File: config.mk
export PLATFORM = sky130hd
export DESIGN_NAME = ysyx_040729_mem_arbiter
export DESIGN_NICKNAME = d
export VERILOG_FILES = /design/src/rtl/ysyx_040729_pkg.sv /design/src/rtl/ysyx_040729_arb_watchdog.sv /design/src/rtl/ysyx_040729_mem_arbiter.sv
export SDC_FILE = /design/constraint.sdc
export NUM_CORES = 1
export LEC_CHECK = 0
export ABC_AREA = 1
export CORE_AREA = 10 10 557 559
export DETAILED_ROUTE_END_ITERATION = 8
export DIE_AREA = 0 0 567 569
export DONT_BUFFER_PORTS = 1
export GPL_TIMING_DRIVEN = 0
export HOLD_SLACK_MARGIN = 0.1
export SYNTH_ARGS = -nofsm -noshare
export SYNTH_HDL_FRONTEND = slang
export SYNTH_SLANG_ARGS = --single-unit
File: constraint.sdc
create_clock -name clock -period 11.35 [get_ports clock]
set_input_delay 2.27 -clock clock [delete_from_list [all_inputs] [get_ports clock]]
set_output_delay 2.27 -clock clock [all_outputs]
set_load 0.005 [all_outputs]
File: src/rtl/ysyx_040729_pkg.sv
// Shared types for the cache/AXI-bridge memory arbiter: FSM state encoding,
// grant encoding, default parameter values and the priority-pick helper.
package ysyx_040729_pkg;

    localparam int RW_DATA_WIDTH_DEF  = 256;
    localparam int AXI_ADDR_WIDTH_DEF = 32;
    localparam int STALL_LIMIT_DEF    = 1023;

    typedef enum logic [1:0] {
        IDLE = 2'd0,
        RD_I = 2'd1,
        RD_D = 2'd2,
        WR   = 2'd3
    } arb_state_e;

    typedef enum logic [1:0] {
        GNT_NONE = 2'd0,
        GNT_I    = 2'd1,
        GNT_D    = 2'd2,
        GNT_W    = 2'd3
    } grant_e;

    // Writeback always wins so a dirty line leaves before any later refill.
    // prefer_i only breaks a tie between the two refill reads.
    function automatic grant_e arb_pick(input logic w_req, input logic d_req,
                                        input logic i_req, input logic prefer_i);
        if (w_req)               return GNT_W;
        if (d_req && i_req)      return prefer_i ? GNT_I : GNT_D;
        if (d_req)               return GNT_D;
        if (i_req)               return GNT_I;
        return GNT_NONE;
    endfunction

endpackage

File: src/rtl/ysyx_040729_arb_watchdog.sv
// Stall watchdog for the memory arbiter: a saturating cycle counter cleared on
// every grant and advanced while a transaction is outstanding; the error flag
// sets when the counter reaches STALL_LIMIT and holds until reset.
module ysyx_040729_arb_watchdog
    import ysyx_040729_pkg::*;
#(
    parameter int STALL_LIMIT = STALL_LIMIT_DEF
) (
    input  logic clock,
    input  logic reset,
    input  logic clear_i,
    input  logic busy_i,
    output logic err_o
);

    localparam int CW = $clog2(STALL_LIMIT + 1);
    localparam logic [CW-1:0] LIMIT_C = CW'(STALL_LIMIT);

    logic [CW-1:0] cnt_q, cnt_d;
    logic          err_q, err_d;

    // Next count and sticky flag; the flag rises on the same edge the count reaches the limit.
    always_comb begin
        cnt_d = cnt_q;
        err_d = err_q;
        if (clear_i) begin
            cnt_d = '0;
        end else if (busy_i && (cnt_q != LIMIT_C)) begin
            cnt_d = cnt_q + CW'(1);
        end
        if (busy_i && !clear_i && (cnt_d == LIMIT_C)) begin
            err_d = 1'b1;
        end
    end

    // Counter and flag registers.
    always_ff @(posedge clock or posedge reset) begin
        if (reset) begin
            cnt_q <= '0;
            err_q <= 1'b0;
        end else begin
            cnt_q <= cnt_d;
            err_q <= err_d;
        end
    end

    assign err_o = err_q;

endmodule

File: src/rtl/ysyx_040729_mem_arbiter.sv
// Memory arbiter between I-cache refill, D-cache refill and D-cache writeback
// and the single read/write port pair of the AXI bridge. One transaction is
// outstanding at a time; bridge-side request fields are registered.
// Optional feature macro: ARB_ROUND_ROBIN_EN -- when defined, the D/I refill
// tie is broken by a one-bit last-grant pointer instead of fixed D-first.
module ysyx_040729_mem_arbiter
    import ysyx_040729_pkg::*;
#(
    parameter int RW_DATA_WIDTH  = RW_DATA_WIDTH_DEF,
    parameter int AXI_ADDR_WIDTH = AXI_ADDR_WIDTH_DEF,
    parameter int STALL_LIMIT    = STALL_LIMIT_DEF
) (
    input  logic                      clock,
    input  logic                      reset,
    input  logic [AXI_ADDR_WIDTH-1:0] i_r_addr,
    input  logic [2:0]                i_r_size,
    input  logic                      i_r_valid,
    output logic                      i_r_ready,
    output logic [RW_DATA_WIDTH-1:0]  i_r_data,
    input  logic [AXI_ADDR_WIDTH-1:0] d_r_addr,
    input  logic [2:0]                d_r_size,
    input  logic                      d_r_valid,
    output logic                      d_r_ready,
    output logic [RW_DATA_WIDTH-1:0]  d_r_data,
    input  logic [AXI_ADDR_WIDTH-1:0] d_w_addr,
    input  logic [2:0]                d_w_size,
    input  logic                      d_w_valid,
    input  logic [RW_DATA_WIDTH-1:0]  d_w_data,
    output logic                      d_w_ready,
    output logic [AXI_ADDR_WIDTH-1:0] r_addr_o,
    output logic [2:0]                r_size_o,
    output logic                      r_valid_o,
    input  logic                      r_ready_i,
    input  logic [RW_DATA_WIDTH-1:0]  r_data_i,
    output logic [AXI_ADDR_WIDTH-1:0] w_addr_o,
    output logic [2:0]                w_size_o,
    output logic [RW_DATA_WIDTH-1:0]  w_data_o,
    output logic                      w_valid_o,
    input  logic                      w_ready_i,
    output logic                      err_timeout
);

    arb_state_e                state_q, state_d;
    grant_e                    grant;
    logic                      prefer_i;
    logic [AXI_ADDR_WIDTH-1:0] r_addr_q, r_addr_d;
    logic [2:0]                r_size_q, r_size_d;
    logic                      r_valid_q, r_valid_d;
    logic [AXI_ADDR_WIDTH-1:0] w_addr_q, w_addr_d;
    logic [2:0]                w_size_q, w_size_d;
    logic [RW_DATA_WIDTH-1:0]  w_data_q, w_data_d;
    logic                      w_valid_q, w_valid_d;

`ifdef ARB_ROUND_ROBIN_EN
    // 1 = the D-cache refill won the most recent read grant (reset: I-cache).
    logic last_d_q, last_d_d;

    assign prefer_i = last_d_q;

    // Pointer moves only on a read grant; writebacks leave it alone.
    always_comb begin
        last_d_d = last_d_q;
        if (grant == GNT_D) last_d_d = 1'b1;
        if (grant == GNT_I) last_d_d = 1'b0;
    end

    // Last-grant pointer register.
    always_ff @(posedge clock or posedge reset) begin
        if (reset) last_d_q <= 1'b0;
        else       last_d_q <= last_d_d;
    end
`else
    assign prefer_i = 1'b0;
`endif

    // Arbitration in IDLE, then wait in the busy state for the bridge to finish.
    always_comb begin
        state_d   = state_q;
        grant     = GNT_NONE;
        r_addr_d  = r_addr_q;
        r_size_d  = r_size_q;
        r_valid_d = r_valid_q;
        w_addr_d  = w_addr_q;
        w_size_d  = w_size_q;
        w_data_d  = w_data_q;
        w_valid_d = w_valid_q;
        case (state_q)
            IDLE: begin
                grant = arb_pick(d_w_valid, d_r_valid, i_r_valid, prefer_i);
                case (grant)
                    GNT_W: begin
                        state_d   = WR;
                        w_addr_d  = d_w_addr;
                        w_size_d  = d_w_size;
                        w_data_d  = d_w_data;
                        w_valid_d = 1'b1;
                    end
                    GNT_D: begin
                        state_d   = RD_D;
                        r_addr_d  = d_r_addr;
                        r_size_d  = d_r_size;
                        r_valid_d = 1'b1;
                    end
                    GNT_I: begin
                        state_d   = RD_I;
                        r_addr_d  = i_r_addr;
                        r_size_d  = i_r_size;
                        r_valid_d = 1'b1;
                    end
                    default: ;
                endcase
            end
            RD_I, RD_D: begin
                if (r_ready_i) begin
                    state_d   = IDLE;
                    r_valid_d = 1'b0;
                end
            end
            WR: begin
                if (w_ready_i) begin
                    state_d   = IDLE;
                    w_valid_d = 1'b0;
                end
            end
            default: state_d = IDLE;
        endcase
    end

    // State and registered bridge-side request fields.
    always_ff @(posedge clock or posedge reset) begin
        if (reset) begin
            state_q   <= IDLE;
            r_addr_q  <= '0;
            r_size_q  <= '0;
            r_valid_q <= 1'b0;
            w_addr_q  <= '0;
            w_size_q  <= '0;
            w_data_q  <= '0;
            w_valid_q <= 1'b0;
        end else begin
            state_q   <= state_d;
            r_addr_q  <= r_addr_d;
            r_size_q  <= r_size_d;
            r_valid_q <= r_valid_d;
            w_addr_q  <= w_addr_d;
            w_size_q  <= w_size_d;
            w_data_q  <= w_data_d;
            w_valid_q <= w_valid_d;
        end
    end

    // Completion pulses follow the bridge ready in the same cycle, gated by state
    // so a stray ready in IDLE or on the other port is ignored.
    assign i_r_ready = (state_q == RD_I) & r_ready_i;
    assign d_r_ready = (state_q == RD_D) & r_ready_i;
    assign d_w_ready = (state_q == WR)   & w_ready_i;
    assign i_r_data  = r_data_i;
    assign d_r_data  = r_data_i;

    assign r_addr_o  = r_addr_q;
    assign r_size_o  = r_size_q;
    assign r_valid_o = r_valid_q;
    assign w_addr_o  = w_addr_q;
    assign w_size_o  = w_size_q;
    assign w_data_o  = w_data_q;
    assign w_valid_o = w_valid_q;

    ysyx_040729_arb_watchdog #(
        .STALL_LIMIT(STALL_LIMIT)
    ) u_watchdog (
        .clock  (clock),
        .reset  (reset),
        .clear_i(grant != GNT_NONE),
        .busy_i (state_q != IDLE),
        .err_o  (err_timeout)
    );

endmodule

# Yosys cells after proc, flatten, opt, wreduce, memory -nomap -nowiden
# Index checks and enable logic that the tools add are counted.
[classes] bitwise=3 addsub=1 n_eq_ne=13 n_mux=38 n_reduce_logical=18
[op_table] op="$pmux W32 S2" count=1
[op_table] op="$mux W2" count=12
[op_table] op="$mux W10" count=2
[op_table] op="$mux W1" count=18
[op_table] op="$pmux W2 S3" count=2
[op_table] op="$add A10 B1 Y10 const B" count=1
[op_table] op="$eq A10 B10 Y1 const B" count=1
[op_table] op="$ne A10 B10 Y1 const B" count=1
[op_table] op="$reduce_bool A2 Y1" count=5
[op_table] op="$reduce_and A3 Y1" count=3
[op_table] op="$eq A2 B2 Y1 const B" count=4
[op_table] op="$ne A2 B2 Y1 const B" count=3
[op_table] op="$pmux W3 S2" count=1
[op_table] op="$eq A2 B1 Y1 const B" count=2
[op_table] op="$logic_and A1 B1 Y1" count=4
[op_table] op="$ne A4 B1 Y1 const B" count=1
[op_table] op="$pmux W1 S2" count=2
[op_table] op="$reduce_and A2 Y1" count=2
[op_table] op="$reduce_or A2 Y1" count=2
[op_table] op="$and A1 B1 Y1" count=3
[op_table] op="$logic_not A2 Y1" count=1
[op_table] op="$ne A2 B1 Y1 const B" count=1
[op_table] op="$logic_not A1 Y1" count=1
[word_totals] ff_bits=341 in_bits=624

# Logic depth before layout (Yosys ltp)
[depth] word_depth=21 ltp_mapped=13 depth_no_buf=12

# Modules after synthesis
# Synthesis repeated with hierarchy kept, for this count alone.
[unflattened] cells_unflattened=2126 hier_area_um2=18117.4
[modules_own_cells] module="ysyx_040729_mem_arbiter" instances=1 area_per_inst_um2=17385.4 cells_each=2023
[modules_own_cells] module="ysyx_040729_arb_watchdog" instances=1 area_per_inst_um2=732.0 cells_each=103

# Worst setup path after synthesis
# OpenSTA, ideal clock, no wires.
[synth_timing] path_kind="input port to output port" startpoint="input port r_data_i[0]" endpoint="output port d_r_data[0]" arrival_time_ns=2.381 setup_slack_ns=6.699 stages=1 path_buffers=1 cell_sequence="buf_4"
[synth_lines] item="start, declared" line="ysyx_040729_mem_arbiter.sv:34" text="input logic [RW_DATA_WIDTH-1:0] r_data_i,"
[synth_lines] item="end, declared" line="ysyx_040729_mem_arbiter.sv:24" text="output logic [RW_DATA_WIDTH-1:0] d_r_data,"
# No word-level cell between the ends.

# Worst setup path in the final report
[layout_timing] startpoint="input port r_ready_i" endpoint="output port i_r_ready"
[layout_between] elab_chain_len=1
[layout_rtl] item="start, declared" line="ysyx_040729_mem_arbiter.sv:33" text="input logic r_ready_i,"
[layout_rtl] item="$and A1 B1 Y1" line="ysyx_040729_mem_arbiter.sv:154" text="assign i_r_ready = (state_q == RD_I) & r_ready_i;"
[layout_rtl] item="end, declared" line="ysyx_040729_mem_arbiter.sv:18" text="output logic i_r_ready,"
# Every way passes these cells.

==> impl_metrics.env <==
export IMPL_die_x_um=567
export IMPL_fillCellCount=35090
export IMPL_r2r_slack_ps=8380
export IMPL_worst_slew_pin_slew_ps=968.4
export IMPL_ys_types=27
export IMPL_cts_root_buf="clkbuf_16"
export IMPL_p_int_mw=3.192
export IMPL_rsz0062_at_grt="false"
export IMPL_cp_depth=2
export IMPL_r2r_start="state_q[1]"
export IMPL_hold_viol=0
export IMPL_min_path_cells=2
export IMPL_htreeDepth=2
export IMPL_crit_family="buffers and inverters"
export IMPL_finClkSkew_ps=40.31
export IMPL_grt_util_met2_pct=20.46
export IMPL_cp_slowest_cell="inv_1"
export IMPL_drc=0
export IMPL_hold_end="w_data_o[223]"
export IMPL_first_pass_iters=5
export IMPL_core_area_um2=298800
export IMPL_postLayoutCellArea_um2=24260
export IMPL_wl_mm=226.1
export IMPL_ios=1468
export IMPL_gp_congestion=0.9920
export IMPL_final_common_cell="nand2_1"
export IMPL_fin_nets=2774
export IMPL_drt_iter0_markers=1441
export IMPL_grt_max_degree=40
export IMPL_pwr_share_comb_pct=22.5
export IMPL_status="completed"
export IMPL_yosysWarnings=0
export IMPL_leakagePower_nw=10.86
export IMPL_r2r_cells=8
export IMPL_drive_gt1_share_pct=30.12
export IMPL_grt_pass1_wl_mm=260.4
export IMPL_whs_ps=517.6
export IMPL_cts_tree="built"
export IMPL_overflow=0
export IMPL_busiest_layer="met2"
export IMPL_numPortBuffers=0
export IMPL_grtUsageMet1_pct=12.32
export IMPL_synth_largest_area_cell="dfrtp_1"
export IMPL_final_setup_tns_ps=0
export IMPL_grt_usage_pct=13.26
export IMPL_startpoint_type="primary input"
export IMPL_sw_frac_of_total_pct=50.10
export IMPL_synth_nets=2717
export IMPL_synth_seq_area_share_pct=49.21
export IMPL_avgSynthCellArea_um2=8.320
export IMPL_postCtsSetupBuffers=0
export IMPL_dpl_hpwl_mm=209.8
export IMPL_mostFrequentLayoutCells="nand2_1 (947), buf_4 (512), dfrtp_1 (341)"
export IMPL_final_util_pct=8.120
export IMPL_clockBufferDepth=3
export IMPL_slew_violations=0
export IMPL_cp_num_buf_inv=1
export IMPL_crit_arrival_ps=2590
export IMPL_synth_top_cells_by_area="dfrtp_1 (49%), buf_4 (22%), nand2_1 (21%)"
export IMPL_reg2reg_to="w_addr_o[11]"
export IMPL_crit_type="primary input to primary output"
export IMPL_place_area_um2=22500
export IMPL_pwr_share_clk_pct=26.0
export IMPL_num_rows=201
export IMPL_synth_top_area_share_pct=49.21
export IMPL_switching_power_mw=3.205
export IMPL_syn_area_um2=17340
export IMPL_syn_inst=2084
export IMPL_cts_hold_buf=0
export IMPL_antenna_found_initial=135
export IMPL_ir_drop_uv=120.8
export IMPL_cts_buffers_inserted=45
export IMPL_vias_per_cell=2.475
export IMPL_num_vias=15320
export IMPL_fin_total_pwr_mw=6.397
export IMPL_final_antenna_net_count=0
export IMPL_initial_utilization_pct=5.803
export IMPL_setup_viol=0
export IMPL_max_stage_delay_ps=280
export IMPL_seq_power_share_pct=51.5
export IMPL_period_needed_ps=4865
export IMPL_cp_cell_sequence="nand2_1 -> inv_1"
export IMPL_end_kind="primary output"
export IMPL_max_freq_mhz=205.6
export IMPL_die_h_um=569
export IMPL_ys_ff_latch=341
export IMPL_hp_class="flop to flop"
export IMPL_min_period_over_period_pct=42.86
export IMPL_clock_latency_ps=680
export IMPL_areaGrowthSynthToFinish_pct=39.91
export IMPL_slew_headroom_pct=35.44
export IMPL_drv_cap=0
export IMPL_dieArea_um2=322600
export IMPL_ctsResizeCount=0
export IMPL_crit_required_ps=9080
export IMPL_crit_fanout=4
export IMPL_grt_pass1_vias=15090
export IMPL_grtUsageMet3_pct=12.54
export IMPL_clock_sinks=341
export IMPL_min_from="w_data_o[223]"
export IMPL_drt_wirelength_per_cell_um=36.52
export IMPL_path_clk_slew_ps=60
export IMPL_p_per_area_nw_per_um2=263.7
[routing by layer]
layer | vias to the layer above | wire [um]
li1 | 6025 | -
met1 | 7414 | 71750
met2 | 1466 | 97660
met3 | 347 | 46680
met4 | 70 | 9528
met5 | - | 493
[kinds of logic after synthesis]
group | Yosys count | synth area share (%)
buffers and inverters | 625 | 24.95
AOI/OAI and AO/OA | 85 | 2.504
DFF | 341 | 49.21
and+or+nand+nor | 1024 | 22.68
adders and majority gates | 9 | 0.6495
[stage by stage]
stage | setup WS [ps] | instances
finish | 6485 | 6191
global route | 6405 | 6156
CTS | 6449 | 6136
detailed placement | 6226 | 6052
global placement | 1541 | 6042
floorplan | 4519 | 2084
[registers in the layout, summed over array words and instances, names as in the netlist]
signal / flops
w_data_o: 256
r_addr_o: 32
w_addr_o: 32
u_watchdog.cnt_q: 10
r_size_o: 3
w_size_o: 3
state_q: 2
r_valid_o: 1
u_watchdog.err_o: 1
w_valid_o: 1
[synth_stat cells]
| cell | number |
|---|---|
| nand2_1 | 947 |
| buf_4 | 512 |
| dfrtp_1 | 341 |
| a21oi_1 | 78 |
| nor2_1 | 49 |
| buf_2 | 40 |
| clkbuf_1 | 31 |
| inv_1 | 29 |
| nand3_1 | 11 |
| ha_1 | 9 |
| buf_1 | 7 |
| nand3b_1 | 5 |
| inv_2 | 3 |
| nand4_1 | 3 |
| nor2_4 | 3 |
| nor3_1 | 3 |
| o21ai_0 | 3 |
| buf_6 | 1 |
| clkinv_1 | 1 |
| clkinv_2 | 1 |
| nand3_2 | 1 |
| nand3_4 | 1 |
| nor2_2 | 1 |
| o211ai_1 | 1 |
| o21bai_1 | 1 |
| o22ai_1 | 1 |
| o31ai_1 | 1 |
[layout make-up]
cell class                      instances  area [um^2]  share of cell area [%]
Clock inverter                         27        341.6                   1.408
Antenna cell                           55        137.6                  0.5673
Sequential cell                       341         8533                   35.17
Clock buffer                           57         1284                   5.292
Timing Repair Buffer                   10        200.2                  0.8252
Tap cell                             3958         4952                   20.41
Buffer                                591         4199                   17.31
Multi-Input combinational cell       1118         4479                   18.46
Inverter                               34        132.6                  0.5467
[how the worst max path moves through the flow]
stage	slack [ps]	endpoint	start
floorplan	4520	r_addr_o[0]	reset
global placement	1540	w_data_o[222]	reset
detailed placement	6230	w_addr_o[17]	i_r_valid
CTS	6450	i_r_ready	r_ready_i
global route	6410	i_r_ready	r_ready_i
finish	6490	i_r_ready	r_ready_i
[worst reg2reg max path: stages (launching register included)]
cell and delay, ps:
dfrtp_1 390, inv_1 100, ha_1 180, buf_2 170, nand2_1 390, buf_2 720
clkbuf_2 680, nand2_1 150, nand2_1 100
[power groups by stage]
| stage | sequential [mW] | combinational (mW) | clock [mW] |
|---|---|---|---|
| floorplan | 2.13 | 0.964 | 0 |
| global placement | 3.44 | 1.43 | 0 |
| detailed placement | 3.42 | 1.47 | 0 |
| CTS | 3.42 | 1.47 | 1.74 |
| global route | 3.49 | 1.65 | 1.77 |
| finish | 3.29 | 1.44 | 1.67 |
Power figures use the tool's default switching activity.
